$ cat src/rtl/matrix_result_streamer.sv
// Walks the result matrix in row-major order after the multiplier finishes and
// streams each element with its row/col tag over a valid/ready handshake.
module matrix_result_streamer #(
    parameter int ROWS   = 2,
    parameter int COLS   = 2,
    parameter int DATA_W = 16,
    parameter int ADDR_W = 6
) (
    input  logic              clk,
    input  logic              rst,
    input  logic              start,
    output logic              mem_read,
    output logic [ADDR_W-1:0] mem_read_address,
    input  logic [DATA_W-1:0] mem_data,
    output logic              out_valid,
    input  logic              out_ready,
    output logic [DATA_W-1:0] out_data,
    output logic [7:0]        out_row,
    output logic [7:0]        out_col,
    output logic              out_last,
    output logic              busy,
    output logic              done
);

    localparam logic [2:0] S_IDLE = 3'd0;
    localparam logic [2:0] S_REQ  = 3'd1;
    localparam logic [2:0] S_CAPT = 3'd2;
    localparam logic [2:0] S_HOLD = 3'd3;
    localparam logic [2:0] S_DONE = 3'd4;

    localparam logic [7:0] LAST_ROW = 8'(ROWS - 1);
    localparam logic [7:0] LAST_COL = 8'(COLS - 1);

    logic [2:0]        r_state;
    logic [7:0]        r_row;
    logic [7:0]        r_col;
    logic [ADDR_W-1:0] r_addr;
    logic              r_out_valid;
    logic [DATA_W-1:0] r_out_data;
    logic [7:0]        r_out_row;
    logic [7:0]        r_out_col;
    logic              r_out_last;

    logic w_is_last;
    logic w_handshake;

    assign w_is_last   = (r_row == LAST_ROW) && (r_col == LAST_COL);
    assign w_handshake = r_out_valid && out_ready;

    // Strobes are decoded from the registered state, so they are glitch-free
    // and mem_read can only ever be high while in REQ.
    assign mem_read         = (r_state == S_REQ);
    assign done             = (r_state == S_DONE);
    assign busy             = (r_state == S_REQ) || (r_state == S_CAPT) || (r_state == S_HOLD);
    assign mem_read_address = r_addr;
    assign out_valid        = r_out_valid;
    assign out_data         = r_out_data;
    assign out_row          = r_out_row;
    assign out_col          = r_out_col;
    assign out_last         = r_out_last;

    always_ff @(posedge clk) begin
        if (rst) begin
            r_state     <= S_IDLE;
            r_row       <= 8'd0;
            r_col       <= 8'd0;
            r_addr      <= '0;
            r_out_valid <= 1'b0;
            r_out_data  <= '0;
            r_out_row   <= 8'd0;
            r_out_col   <= 8'd0;
            r_out_last  <= 1'b0;
        end else begin
            case (r_state)
                S_IDLE: begin
                    if (start) begin
                        r_row   <= 8'd0;
                        r_col   <= 8'd0;
                        r_addr  <= '0;
                        r_state <= S_REQ;
                    end
                end
                S_REQ: begin
                    r_state <= S_CAPT;
                end
                S_CAPT: begin
                    // Read data is valid exactly one cycle after the strobe.
                    r_out_data  <= mem_data;
                    r_out_row   <= r_row;
                    r_out_col   <= r_col;
                    r_out_last  <= w_is_last;
                    r_out_valid <= 1'b1;
                    r_state     <= S_HOLD;
                end
                S_HOLD: begin
                    if (w_handshake) begin
                        r_out_valid <= 1'b0;
                        r_out_last  <= 1'b0;
                        if (r_out_last) begin
                            r_state <= S_DONE;
                        end else begin
                            r_addr <= r_addr + 1'b1;
                            if (r_col == LAST_COL) begin
                                r_col <= 8'd0;
                                r_row <= r_row + 8'd1;
                            end else begin
                                r_col <= r_col + 8'd1;
                            end
                            r_state <= S_REQ;
                        end
                    end
                end
                S_DONE: begin
                    r_state <= S_IDLE;
                end
                default: begin
                    r_state <= S_IDLE;
                end
            endcase
        end
    end

endmodule

$ cat config.mk
export PLATFORM = sky130hd
export DESIGN_NAME = matrix_result_streamer
export DESIGN_NICKNAME = d
export VERILOG_FILES = /design/src/rtl/matrix_result_streamer.sv
export SDC_FILE = /design/constraint.sdc
export NUM_CORES = 1
export LEC_CHECK = 0
export ABC_AREA = 1
export CAP_MARGIN = 20
export CORE_UTILIZATION = 32
export DETAILED_ROUTE_END_ITERATION = 8
export GPL_TIMING_DRIVEN = 1
export PLACE_DENSITY = 0.65
export SKIP_LAST_GASP = 1
export SLEW_MARGIN = 30
export SYNTH_ARGS = -nofsm -noshare
export SYNTH_HDL_FRONTEND = slang
export SYNTH_SLANG_ARGS = --single-unit
$ cat constraint.sdc
create_clock -name clk -period 2.35 [get_ports clk]
set_clock_uncertainty 0.05 [all_clocks]
set_input_delay 0.705 -clock clk [delete_from_list [all_inputs] [get_ports clk]]
set_output_delay 0.705 -clock clk [all_outputs]
set_load 0.005 [all_outputs]
==> impl_metrics.json <==
{
  "syn_warnings": 0,
  "grt_pass1_wl_mm": 10.4,
  "hold_violations": 0,
  "worst_slew_pin_slew_ps": 645,
  "wl_per_cell_um": 11.7,
  "area.growth.synth_to_final_pct": 32.3,
  "vdd.ir_drop.worst_mv": 0.319,
  "worstSetupStartpoint": "r_state[1]",
  "grt_max_degree": 45,
  "rr_endpoint": "r_col[1]",
  "final_cells": 553,
  "syn_inst": 383,
  "power.static_leakage_uw": 0.00142,
  "synth.yosys.seq_area_share": 0.427,
  "hold_start": "out_col[6]",
  "place.gp.congestion": 0.858,
  "layout.nets": 469,
  "postSynthNetCount": 408,
  "final-setup-viol-count": 0,
  "floorplan.die.width_um": 95.0,
  "clk_path_buf_depth": 2,
  "cts_buffers": 9,
  "cts_sinks": 59,
  "final_antenna_violating_net_count": 0,
  "postLayoutCoreUtil": 0.441,
  "finalPower_uw": 2890,
  "track_usage": 0.151,
  "rsz0062_at_grt": "false",
  "rrSetupSlack_ps": 540,
  "drtPass1Iterations": 4,
  "synth_cell_types": 27,
  "io-pin-count": 63,
  "reg2reg_depth": 9,
  "placement.cell_area_mm2": 0.00348,
  "finalCritPeriodShare": 0.952,
  "post_route_cell_area_mm2": 0.00366,
  "slew_violations": 0,
  "crit-reg2reg-launch": "r_col[1]",
  "synth.cell_area_mm2": 0.00277,
  "worst-path-max-fanout": 6,
  "status": "complete, no violations",
  "vias_in_the_first_global_route": 2294,
  "worst_ep_required_time_ps": 1590,
  "portBuffers": 62,
  "post-dp-hpwl_mm": 4.43,
  "antenna_violations_before_repair": 0,
  "setup_buffers_after_cts": 0,
  "min_period_ps": 2240,
  "post-place-cells": 538,
  "worst_setup_path_end_kind": "primary output",
  "cts_root_buffer": "clkbuf_8",
  "htreeDepth": 3,
  "worst_hold_path_type": "reg2reg",
  "drv.max_cap_violation_count": 0,
  "tritoncts": "built",
  "starting_density": 0.333,
  "worst_setup_path_endpoint": "mem_read",
  "globalRouteOverflowTotal": 0,
  "drt_iter0_drc": 96,
  "routed-via-count": 2560,
  "aggregate_routed_wire_length_mm": 6.50,
  "die_area_mm2": 0.00902,
  "tns_ps": 0,
  "chipHeight_um": 95.0,
  "crit_arrival_ps": 1480,
  "rows": 33,
  "start_kind": "flip-flop",
  "drc_errors": 0,
  "yosys_register_bits": 59,
  "worstSetupPathType": "reg2out",
  "antenna_cells": 0,
  "post_route_cells_drive_above_1_share": 0.129,
  "clk_pin_slew_worst_paths_ps": 60,
  "maxClockFrequency_mhz": 447,
  "clock_insertion_delay_worst_skew_ps": 340,
  "slew_headroom": 0.570,
  "placeableCoreArea_mm2": 0.00830,
  "syn_avg_cell_area_um2": 7.22,
  "power.density_cell_area_mw_per_mm2": 790,
  "drt-vias-per-instance": 4.63
}
-- repair_timing --
action,in CTS,in global routing
setup endpoints to repair,0,2
gates resized for setup,0,2
hold buffers,0,0
-- final cells by class --
cell class	count	area, µm²
fill	836	4640
multi-input combinational	276	1360
sequential	59	1180
timing repair buffer	69	698
clock buffer	13	169
tap	105	131
inverter	29	109
clock inverter	2	10.0
-- sequential cells by signal, summed over array words and instances, names as in the netlist --
name / flops
out_data: 16
out_col: 8
out_row: 8
out_valid: 1
out_last: 1
r_col: 8
mem_read_address: 6
r_row: 8
r_state: 3
-- per-stage QoR --
stage          setup WS, ps  hold WS (ps)
5_1_grt                13.8           459
2_1_floorplan           714           407
6_report                113           433
3_3_place_gp            161           412
3_5_place_dp            151           423
4_1_cts                31.7           438
-- power by group --
part           internal (µW)  switching (µW)  total, µW
registers               1130            92.3       1220
logic                    392             431        823
clock network            460             386        846
-- worst max-delay path, cell delays in order, from the launching register on --
cell and delay (ps):
dfxtp_1 360, inv_1 70, nand2_1 60, nor2_1 140
clkdlybuf4s50_1 520
-- cell usage in the layout, fill, tap and decap left out, types with 3 or more instances in the layout --
master / instances
nor2_1: 85
nand2_1: 65
clkdlybuf4s50_1: 62
dfxtp_1: 57
o21ai_0: 33
inv_1: 26
nand3_1: 23
a21oi_1: 18
nand2_2: 12
clkbuf_8: 12
a21oi_2: 10
ha_1: 5
buf_4: 5
nor3_1: 4
xor2_1: 4
inv_2: 3
nand2_4: 3
nand3_2: 3
-- kinds of logic after synthesis --
family,synth area share
simple gates,0.324
buf+inv,0.0814
flops,0.427
fa+ha+maj,0.0226
compound gates,0.133
xor+xnor,0.0127
-- layer usage --
| layer | up-vias | GRT usage | routed length (µm) |
|---|---|---|---|
| met4 | 0 | 0.0644 | 99 |
| met1 | 1142 | 0.180 | 3070 |
| met5 | - | 0 | 0 |
| met2 | 70 | 0.243 | 2880 |
| li1 | 1338 | - | - |
| met3 | 10 | 0.0556 | 447 |
-- synthesized netlist by cell type, drive strengths merged --
cell type,instances,share of area
clkbuf,10,0.014
nand4,2,0.0045
nor3,4,0.0072
nor3b,1,0.0027
dfxtp,59,0.43
a21oi,28,0.064
o21ai,35,0.063
xor2,4,0.013
nand2,80,0.13
or2,2,0.0045
inv,29,0.039
ha,5,0.023
nand3,26,0.052
a211oi,1,0.0027
a31oi,1,0.0023
buf,9,0.028
nor2,87,0.12
-- worst min-delay path by stage --
stage / end / slack, ps / depth (start not counted)
after floorplan: out_col[7] / 410 / 2
after global placement: out_col[6] / 410 / 2
after detailed placement: out_data[3] / 420 / 2
after CTS: out_data[3] / 440 / 2
after global routing: out_data[10] / 460 / 2
final: out_col[6] / 430 / 2
No activity file was read; power rests on OpenSTA's default activity.
